**config.mk**
```make
export PLATFORM = sky130hd
export DESIGN_NAME = pipelined_adder
export DESIGN_NICKNAME = d
export VERILOG_FILES = /design/src/rtl/pipelined_adder.sv
export SDC_FILE = /design/constraint.sdc
export NUM_CORES = 1
export LEC_CHECK = 0
export ABC_AREA = 0
export CORE_ASPECT_RATIO = 0.6
export CORE_MARGIN = 1
export CORE_UTILIZATION = 40
export DETAILED_ROUTE_END_ITERATION = 10
export HOLD_SLACK_MARGIN = 0.12
export PLACE_DENSITY = 0.67
export SETUP_SLACK_MARGIN = 0.2
export SKIP_CTS_REPAIR_TIMING = 1
export SKIP_LAST_GASP = 1
export SLEW_MARGIN = 20
export SYNTH_ARGS = -nofsm -noshare
export SYNTH_HDL_FRONTEND = slang
export SYNTH_SLANG_ARGS = --single-unit
```
**constraint.sdc**
```tcl
create_clock -name clock -period 3.3 [get_ports clock]
set_input_delay 0.99 -clock clock [delete_from_list [all_inputs] [get_ports clock]]
set_output_delay 0.99 -clock clock [all_outputs]
set_load 0.005 [all_outputs]
```
**src/rtl/pipelined_adder.sv**
```systemverilog
// pipelined_adder: WIDTH-bit add/sub split into SLICE-bit ripple stages, one register per stage, valid/ready flow.
// Define PIPELINED_ADDER_SAT_EN to saturate sum to the signed bound on overflow.
module pipelined_adder #(
    parameter int WIDTH = 8,
    parameter int SLICE = 4
) (
    input  logic             clock,
    input  logic             resetn,
    input  logic             in_valid,
    output logic             in_ready,
    input  logic [WIDTH-1:0] a,
    input  logic [WIDTH-1:0] b,
    input  logic             cin,
    input  logic             sub,
    output logic             out_valid,
    input  logic             out_ready,
    output logic [WIDTH-1:0] sum,
    output logic             cout,
    output logic             overflow
);
    localparam int STAGES = WIDTH / SLICE;
    localparam int L = STAGES - 1;

    if (WIDTH % SLICE != 0) begin : g_bad_width
        $error("pipelined_adder: WIDTH must be a multiple of SLICE");
    end

    logic             advance;
    logic [WIDTH-1:0] ia [STAGES];
    logic [WIDTH-1:0] ib [STAGES];
    logic [WIDTH-1:0] ir [STAGES];
    logic [WIDTH-1:0] nr [STAGES];
    logic [WIDTH-1:0] qa [STAGES];
    logic [WIDTH-1:0] qb [STAGES];
    logic [WIDTH-1:0] qr [STAGES];
    logic [SLICE-1:0] s  [STAGES];
    logic             ic [STAGES];
    logic             iv [STAGES];
    logic             co [STAGES];
    logic             qc [STAGES];
    logic             qv [STAGES];
    logic [WIDTH-1:0] res;
    logic             ovf;

    assign advance  = !out_valid || out_ready;
    assign in_ready = advance;

    // Operands shift right one slice per stage; results shift in from the top, so the last stage is aligned.
    for (genvar k = 0; k < STAGES; k++) begin : g_stage
        if (k == 0) begin : g_head
            assign ia[k] = a;
            assign ib[k] = sub ? ~b : b;
            assign ic[k] = cin ^ sub;
            assign iv[k] = in_valid;
            assign ir[k] = '0;
        end else begin : g_tail
            assign ia[k] = qa[k-1];
            assign ib[k] = qb[k-1];
            assign ic[k] = qc[k-1];
            assign iv[k] = qv[k-1];
            assign ir[k] = qr[k-1];
        end
        assign {co[k], s[k]} = {1'b0, ia[k][SLICE-1:0]} + {1'b0, ib[k][SLICE-1:0]} + {{SLICE{1'b0}}, ic[k]};
        assign nr[k] = (WIDTH'(s[k]) << (WIDTH - SLICE)) | (ir[k] >> SLICE);
    end

    // The top slice is summed last: its operand MSBs and sum MSB recover the carry into the MSB.
    assign ovf = ia[L][SLICE-1] ^ ib[L][SLICE-1] ^ s[L][SLICE-1] ^ co[L];
`ifdef PIPELINED_ADDER_SAT_EN
    assign res = ovf ? {ia[L][SLICE-1], {(WIDTH-1){~ia[L][SLICE-1]}}} : nr[L];
`else
    assign res = nr[L];
`endif

    always_ff @(posedge clock) begin
        if (!resetn) begin
            for (int i = 0; i < STAGES; i++) begin
                qv[i] <= 1'b0;
                qc[i] <= 1'b0;
                qa[i] <= '0;
                qb[i] <= '0;
                qr[i] <= '0;
            end
            overflow <= 1'b0;
        end else if (advance) begin
            for (int i = 0; i < STAGES; i++) begin
                qv[i] <= iv[i];
                if (iv[i]) begin
                    qc[i] <= co[i];
                    qa[i] <= ia[i] >> SLICE;
                    qb[i] <= ib[i] >> SLICE;
                    qr[i] <= (i == L) ? res : nr[i];
                end
            end
            if (iv[L]) overflow <= ovf;
        end
    end

    assign sum       = qr[L];
    assign cout      = qc[L];
    assign out_valid = qv[L];
endmodule
```
==> qor.txt, run 1 <==
Outcome = completed
RePlAce Congestion = 0.740
CTS tree = built
Met1 Usage GRT = 15.8%
Post-synth top area cell = edfxtp_1
Switching Fraction = 24.1%
Core area = 0.00302 mm²
Area occupied by multi-input gates = 567 µm²
Clock root buffer = clkbuf_8
TritonRoute pass-1 iters = 4
Clock skew = 0.00825 ns
WS Path Type = input port to register
Largest net degree at the start of global routing = 16
Worst VDD drop = 0.000177 V
Post-Synthesis Net Count = 131
CTS clock-pin slew for the worst setup and hold paths = 0.09 ns
Worst skew pair latency = 0.27 ns
Vias in the first global route = 731
Fill cell count = 242
Final net count = 169
Least-Margin Pin Slew = 0.511 ns
#FFs+latches synth = 25
Die footprint = 0.00361 mm²
Register Area = 741 µm²
Final period util = 88.9%
Clock power frac = 23.8%
Die H = 46.9 µm
Max Freq = 0.341 GHz
Final antenna-violating net count = 0
PwrDens = 428 mW/mm²
Syn Area/Cell = 13.6 µm²
Wire length per cell = 12.1 µm
Area Overhead vs Synth = 31.9%
WHS = 0.535 ns
Most instantiated cells after synthesis = edfxtp_1 (24), nor2_1 (12), and2_4 (9), xor2_1 (9), ha_1 (6)
Row cnt = 15
Starting Density = 44.6%
H-tree levels = 1
Most common cell in the synthesized netlist = edfxtp_1
Critical Path RT = 3.30 ns
Num CTS Buffers = 3
Met2 Use GR = 21.6%
Vias = 819
Share of power burned in combinational logic = 23.7%
Final-report max-slew violation count = 0
Synth async-reset ratio = 0%
Sink Count = 25
Mapped Cells = 99
Min-Delay Path Class = register to register
GR peak layer = met2
Element type at the critical path start = input port
Int Power = 576 µW
Antenna diodes = 0
Final setup viols = 0
Critical path endpoint category = register
Seq/Total Area, Yosys = 55.0%
CP arrival = 2.93 ns
Minimum clock period = 2.93 ns
Rel. slew slack = 65.8%
Sequential power share = 52.5%
Initial antenna violation count = 0
Post-synth top flop = edfxtp_1
Post-Syn Area = 0.00135 mm²
Yosys warns = 0
Setup_tns = 0 ns
MaxCap Viol Count = 0
Final hold vios = 0
Leakage power = 0.710 nW
Met3 global-route usage = 4.27%
Detail Placement HPWL = 1690 µm
RSZ-0062 raised after global routing = no
Final instance area = 0.00178 mm²
All-Layer GR Usage = 12.9%
Post-synth EDFFs = 24
Area contributors post-synth = edfxtp_1 (54%), fa_1 (5.9%), and2_4 (5.9%)
R2R Setup Slk = 1.54 ns
Port Buffers = 33
Placed Area = 0.00172 mm²
IO Pins = 34
DRC = 0
Synth cell types = 23
Vias per inst = 4.60
Clock buffer depth = 2
P_sw = 183 µW
Die width = 76.9 µm
GRT overflow = 0
Synth top area share = 53.5%
Detailed router's first-iteration violation count = 26
Final wirelength = 2150 µm
Crit-path max FO = 4
First-pass GRT wire length = 3320 µm
Share of layout cells above drive strength 1 = 14.7%
==> logic make-up (layout without fill, tap and decap cells) <==
kind of cell / Yosys count / in the layout / synth area share, %
simple gates: 33 / 33 / 15.1
compound gates: 11 / 11 / 6.41
buf+inv: 6 / 43 / 2.88
xor+xnor: 14 / 14 / 9.11
flops: 25 / 25 / 55.0
fa+ha+maj: 10 / 10 / 11.5
==> path summary, 6_finish.rpt <==
kind,startpoint,endpoint,cells past startpoint
min,overflow,overflow,2
min reg2reg,overflow,overflow,2
max reg2reg,qa[0][0],qr[0][15],5
max,sub,qc[0][0],7
==> power by group through the flow <==
stage	combinational [mW]	clock, mW	sequential, mW
final	0.180	0.181	0.398
after global routing	0.197	0.200	0.402
after CTS	0.179	0.185	0.399
after detailed placement	0.179	0	0.407
after global placement	0.175	0	0.405
after floorplan	0.100	0	0.406
==> state kept, by name, indices dropped and copies added (netlist names) <==
register	flops
qc	2
overflow	1
qb	4
qa	4
qr	12
qv	2
==> layer usage <==
metal | wire length, µm | up-vias
li1 | - | 415
met1 | 976 | 371
met2 | 1030 | 31
met3 | 115 | 2
met4 | 27 | 0
met5 | 0 | -
==> cell type report <==
| cell class | instances | share of cell area [%] |
|---|---|---|
| clock buffers | 3 | 2.33 |
| clock inverters | 1 | 0.423 |
| inverters | 3 | 0.634 |
| multi-input cells | 68 | 31.9 |
| flip-flops and latches | 25 | 41.7 |
| well taps | 42 | 2.96 |
| repair buffers | 36 | 20.0 |
==> critical path, stage by stage <==
cell and delay (ns):
clkdlybuf4s50_1 0.50, xor2_1 0.22, fa_1 0.43, fa_1 0.41, a21o_1 0.19, a21oi_1 0.13
nor2_1 0.06
==> per-stage QoR <==
stage               util, %  total power [mW]  setup slack (ns)  cells
floorplan                 -             0.506             0.505     99
global placement       56.8             0.580             0.138    173
detailed placement     56.8             0.586            0.0899    173
CTS                    58.4             0.763             0.178    177
global route           58.8             0.799             0.270    178
finish                 58.8             0.759             0.368    178
==> cell usage in the layout, fill, tap and decap left out <==
cell / synthesis / layout
clkbuf_8: 0 / 3
inv_1: 3 / 3
dlymetal6s2s_1: 0 / 1
nor2_1: 12 / 12
a21oi_2: 1 / 1
nand2_1: 2 / 2
fa_1: 4 / 4
dfxtp_1: 1 / 1
and3_1: 2 / 2
and2_1: 4 / 4
nand2b_4: 1 / 1
nand2b_1: 2 / 2
o211ai_2: 1 / 1
xor2_1: 9 / 9
edfxtp_1: 24 / 24
buf_4: 0 / 3
xnor2_1: 5 / 5
clkdlybuf4s50_1: 0 / 32
and2_4: 9 / 9
o21ai_1: 1 / 1
o211a_4: 1 / 1
nand3b_1: 1 / 1
a21oi_1: 4 / 4
ha_1: 6 / 6
clkinvlp_4: 0 / 1
a21o_1: 3 / 3
No activity file was read; power rests on OpenSTA's default activity.
==> run 2: changes to the inputs <==
- ABC_AREA: 0 -> 1
- DONT_BUFFER_PORTS: default -> 1
- PLACE_DENSITY: 0.67 -> default
- clock period: 3.3 -> 3.25 ns (I/O delays scaled with it)
==> qor.txt, run 2 <==
Outcome = completed
CTS tree = built
IO Pins = 34 (unchanged)
Yosys warns = 0 (unchanged)
Final-report max-slew violation count = 0 (unchanged)
Least-Margin Pin Slew = 0.634 ns (+0.123 ns)
Min-Delay Path Class = register to register
DRC = 0 (unchanged)
FF-to-FF Start = qa[0][0]
Reg with most FFs = qr
R2R cell count = 8 (+3)
All-Layer GR Usage = 12.7% (-0.15 points)
Post-synth top flop = edfxtp_1
Die footprint = 0.00371 mm² (+2.7%)
Share of layout cells above drive strength 1 = 8.15% (-6.6 points)
Setup_tns = 0 ns (unchanged)
PwrDens = 484 mW/mm² (+13%)
MaxCap Viol Count = 0 (unchanged)
Clock root buffer = clkbuf_8
Detail Placement HPWL = 1660 µm (-1.4%)
Vias = 833 (+1.7%)
Area occupied by multi-input gates = 526 µm² (-7.3%)
Worst skew pair latency = 0.27 ns (about the same)
Post-Syn Area = 0.00138 mm² (+2.8%)
Critical path endpoint category = register
First-pass GRT wire length = 3460 µm (+4.2%)
R2R Setup Slk = 1.52 ns (-0.02 ns)
Biggest registers after layout = qr (12), qa (4), qb (4)
Minimum clock period = 2.33 ns
Starting Density = 42.1% (-2.4 points)
Crit-path max FO = 9 (+5)
Met1 Usage GRT = 18.0% (+2.2 points)
Worst setup path end = qc[0][0]
Register Area = 741 µm² (unchanged)
Die H = 47.6 µm (+1.3%)
Synth cell types = 21 (-8.7%)
Area contributors post-synth = edfxtp_1 (52%), inv_1 (6.5%), nor2_1 (6.2%)
Leakage power = 0.651 nW (-8.3%)
Most instantiated cells after synthesis = edfxtp_1 (24), inv_1 (24), nor2_1 (23)
Clock skew = 0.00454 ns (-0.00371 ns)
Largest net degree at the start of global routing = 23 (+7)
Port Buffers = 0 (-100%)
Post-synth EDFFs = 24 (unchanged)
TritonRoute pass-1 iters = 4 (unchanged)
Initial antenna violation count = 0 (unchanged)
Commonest non-fill, non-tap cells in the layout = inv_1 (24), edfxtp_1 (24), nor2_1 (23), nand2_1 (19), nand3_1 (7)
GR peak layer = met2
Vias in the first global route = 732 (+0.14%)
Vias per inst = 4.63 (+0.58%)
Worst setup slack after layout = 0.921 ns (+0.553 ns)
Met3 global-route usage = 4.76% (+0.49 points)
Post-Synthesis Net Count = 165 (+26%)
Util after Layout = 44.7% (-14 points)
Hold wc startpoint = overflow
Max reg flops = 12 (unchanged)
Rel. slew slack = 57.5% (-8.3 points)
Synth async-reset ratio = 0% (unchanged)
Die width = 77.9 µm (+1.4%)
Wire length per cell = 11.8 µm (-2.1%)
Final wirelength = 2130 µm (-1.0%)
Antenna diodes = 0 (unchanged)
Final period util = 71.7%
CP arrival = 2.33 ns (-0.60 ns)
Critical Path RT = 3.25 ns (-0.05 ns)
Worst VDD drop = 0.000171 V (-3.4%)
WS Path Type = input port to register
Core area = 0.00328 mm² (+8.7%)
CTS clock-pin slew for the worst setup and hold paths = 0.08 ns (about the same)
Max Freq = 0.429 GHz
H-tree levels = 1 (unchanged)
#FFs+latches synth = 25 (unchanged)
Mapped Cells = 133 (+34%)
WHS = 0.490 ns (-0.0453 ns)
Sink Count = 25 (unchanged)
Final setup viols = 0 (unchanged)
Final antenna-violating net count = 0 (unchanged)
Element type at the critical path start = input port
Clock buffer depth = 2 (unchanged)
Seq/Total Area, Yosys = 53.5% (-1.5 points)
Num CTS Buffers = 3 (unchanged)
Syn Area/Cell = 10.4 µm² (-23%)
Crit Reg-Reg Endpoint = qc[0][1]
Row cnt = 16 (+1)
Detailed router's first-iteration violation count = 41 (+58%)
Final net count = 168 (-0.59%)
Area Overhead vs Synth = 5.97%
GRT overflow = 0 (unchanged)
Met2 Use GR = 19.1% (-2.5 points)
Final hold vios = 0 (unchanged)
Fill cell count = 326 (+35%)
RSZ-0062 raised after global routing = no
Critical path launch point = sub
RePlAce Congestion = 0.769 (+3.9%)
Pre-CTS setup slack = 0.636 ns (+0.546 ns)
Synth top area share = 52.1% (-1.5 points)
Post-synth top area cell = edfxtp_1
## run 2: through the flow
step	cells	cell area (µm²)	total power, mW
after global placement	176	1420	0.533
after global routing	180	1470	0.753
after detailed placement	176	1420	0.536
final	180	1470	0.710
after CTS	180	1470	0.719
after floorplan	133	1380	0.513
## run 2: cell families after synthesis
kind of cell	synth area share, %
xor gates and xnor gates	5.70
adders and majority gates	11.2
buffers and inverters	8.50
and+or+nand+nor	16.2
DFF	53.5
AOI/OAI and AO/OA	4.88
## run 2: report_power, final
group | internal [mW] | switching, mW | total (mW) | leakage (nW)
clock network | 0.0857 | 0.0964 | 0.182 | 0.0255
logic | 0.0473 | 0.0736 | 0.121 | 0.357
registers | 0.392 | 0.0153 | 0.407 | 0.269
## run 2: critical path, stage by stage
cell,delay (ns)
xor2_1,0.15
fa_1,0.42
fa_1,0.39
nand2_1,0.08
inv_1,0.05
o21ai_0,0.19
a21oi_2,0.07
## run 2: per-layer routing
metal / routed length [µm] / vias to the layer above
met5: 0 / -
met1: 1110 / 373
met2: 884 / 33
met3: 119 / 3
met4: 10 / 0
li1: - / 424
## run 2: cell type report
type / count / area share [%]
sequential: 25 / 50.5
multi-input combinational: 81 / 35.8
inverter: 24 / 6.14
tap: 45 / 3.84
clock buffer: 3 / 2.82
timing repair buffer: 1 / 0.512
clock inverter: 1 / 0.341
## run 2: worst min path at each step
stage               endpoint  cells past startpoint
global route        overflow                      2
finish              overflow                      2
CTS                 overflow                      2
detailed placement  overflow                      2
floorplan           overflow                      2
global placement    overflow                      2
==> run 3: changes to the inputs <==
- clock period: 3.25 -> 2.3 ns (I/O delays scaled with it)
==> qor.txt, run 3 (synthesized netlist as in run 2, its figures left out) <==
Detailed router's first-iteration violation count = 25 (-39%)
Least-Margin Pin Slew = 0.643 ns (+0.00867 ns)
Sink Count = 25 (unchanged)
Die H = 47.6 µm (unchanged)
CTS clock-pin slew for the worst setup and hold paths = 0.08 ns (about the same)
Setup_tns = 0 ns (unchanged)
Min-Delay Path Class = register to register
Cell repeated most along the worst path = fa_2
RSZ-0062 raised after global routing = no
Int Power = 743 µW (+42%)
Final hold vios = 0 (unchanged)
Share of layout cells above drive strength 1 = 10.4% (+2.2 points)
GRT overflow = 0 (unchanged)
Commonest non-fill, non-tap cells in the layout = inv_1 (24), edfxtp_1 (24), nor2_1 (23), nand2_1 (19), nand3_1 (7)
Wire length per cell = 12.5 µm (+5.8%)
Core area = 0.00328 mm² (unchanged)
Worst path bufs/invs = 1 (unchanged)
Final net count = 168 (unchanged)
H-tree levels = 1 (unchanged)
Detail Placement HPWL = 1770 µm (+6.7%)
Final-report max-slew violation count = 0 (unchanged)
Vias in the first global route = 755 (+3.1%)
Worst VDD drop = 0.000263 V (+53%)
Area Overhead vs Synth = 6.87%
FF-to-FF Start = qa[0][0]
IO Pins = 34 (unchanged)
Initial antenna violation count = 0 (unchanged)
MaxCap Viol Count = 0 (unchanged)
Slowest cell on the critical path = fa_2
Crit Reg-Reg Endpoint = qc[0][1]
CTS tree = built
All-Layer GR Usage = 13.7% (+0.94 points)
Critical path endpoint category = register
Crit-path max FO = 9 (unchanged)
Final wirelength = 2250 µm (+5.8%)
Num CTS Buffers = 3 (unchanged)
Placed cells = 176 (unchanged)
Post-Layout Cell Count = 180 (unchanged)
Clock skew = 0.00419 ns (-0.000343 ns)
Element type at the critical path start = input port
Share of power burned in combinational logic = 17.4% (+0.4 points)
RePlAce Congestion = 0.822 (+6.9%)
Clock power frac = 25.6% (about the same)
CP arrival = 1.91 ns (-0.42 ns)
R2R Setup Slk = 0.54 ns (-0.98 ns)
Vias = 824 (-1.1%)
Final period util = 83.0%
Top delay family on crit path = adder cells
Critical path launch point = sub
Row cnt = 16 (unchanged)
Minimum clock period = 1.91 ns
Final setup viols = 0 (unchanged)
Max Freq = 0.524 GHz
R2R cell count = 8 (unchanged)
Final antenna-violating net count = 0 (unchanged)
Switching Fraction = 26.3% (+0.17 points)
Levels on crit path = 7 (unchanged)
Util after Layout = 45.0% (+0.38 points)
Largest net degree at the start of global routing = 23 (unchanged)
WS Path Type = input port to register
Max reg flops = 12 (unchanged)
PwrDens = 682 mW/mm² (+41%)
Clock root buffer = clkbuf_8
Reg with most FFs = qr
Critical Path RT = 2.30 ns (-0.95 ns)
Clock buffer depth = 2 (unchanged)
Max incr delay on CP = 0.37 ns (-0.05 ns)
Antenna diodes = 0 (unchanged)
Leakage power = 0.651 nW (about the same)
Port Buffers = 0 (unchanged)
Starting Density = 42.1% (unchanged)
Outcome = completed
Worst skew pair latency = 0.27 ns (about the same)
Biggest registers after layout = qr (12), qa (4), qb (4)
Die footprint = 0.00371 mm² (unchanged)
P_sw = 265 µW (+43%)
Rel. slew slack = 56.9% (-0.58 points)
Worst setup path end = qc[0][0]
DRC = 0 (unchanged)
Critical-path cell list = xor2_2, fa_2, fa_2, nand2_1, inv_1, o21ai_1, a21oi_2
TritonRoute pass-1 iters = 4 (unchanged)
First-pass GRT wire length = 3590 µm (+4.0%)
Sequential power share = 56.9% (-0.4 points)
Vias per inst = 4.58 (-1.1%)
Die width = 77.9 µm (unchanged)
run 3: layout make-up:
class                      instances  area [µm²]
timing repair buffer               1        7.51
tap                               45        56.3
sequential                        25         741
clock buffer                       3        41.3
fill                             330        1800
inverter                          24        90.1
clock inverter                     1        5.00
multi-input combinational         81         538
run 3: worst min path at each step:
stage / start / endpoint / depth (start not counted)
3_5_place_dp: overflow / overflow / 2
5_1_grt: overflow / overflow / 2
2_1_floorplan: overflow / overflow / 2
4_1_cts: overflow / overflow / 2
3_3_place_gp: overflow / overflow / 2
6_report: overflow / overflow / 2
run 3: worst min-delay path, delay by kind of cell (launching register included):
kind             cells  cell delay (ns)
and+or+nand+nor      2             0.13
DFF                  1             0.33
run 3: per-stage QoR:
stage / setup WS [ns] / power (mW) / hold WS, ns / instance area [µm²]
final: 0.392 / 1.01 / 0.491 / 1480
after global routing: 0.322 / 1.08 / 0.540 / 1480
after CTS: 0.394 / 1.02 / 0.499 / 1480
after detailed placement: 0.109 / 0.763 / 0.486 / 1430
after global placement: 0.142 / 0.756 / 0.490 / 1430
after floorplan: 0.0602 / 0.731 / 0.463 / 1410
run 3: power by group through the flow:
stage          sequential [mW]  clock, mW  combinational (mW)
5_1_grt                  0.580      0.289               0.210
4_1_cts                  0.575      0.266               0.179
2_1_floorplan            0.579          0               0.152
6_report                 0.574      0.258               0.176
3_5_place_dp             0.586          0               0.177
3_3_place_gp             0.584          0               0.172
run 3: routing by layer:
layer | vias to the layer above | track usage (%) | wire length [µm]
met2 | 26 | 20.9 | 950
met5 | - | 0 | 0
li1 | 431 | - | -
met3 | 4 | 5.14 | 102
met1 | 363 | 18.9 | 1170
met4 | 0 | 2.96 | 23
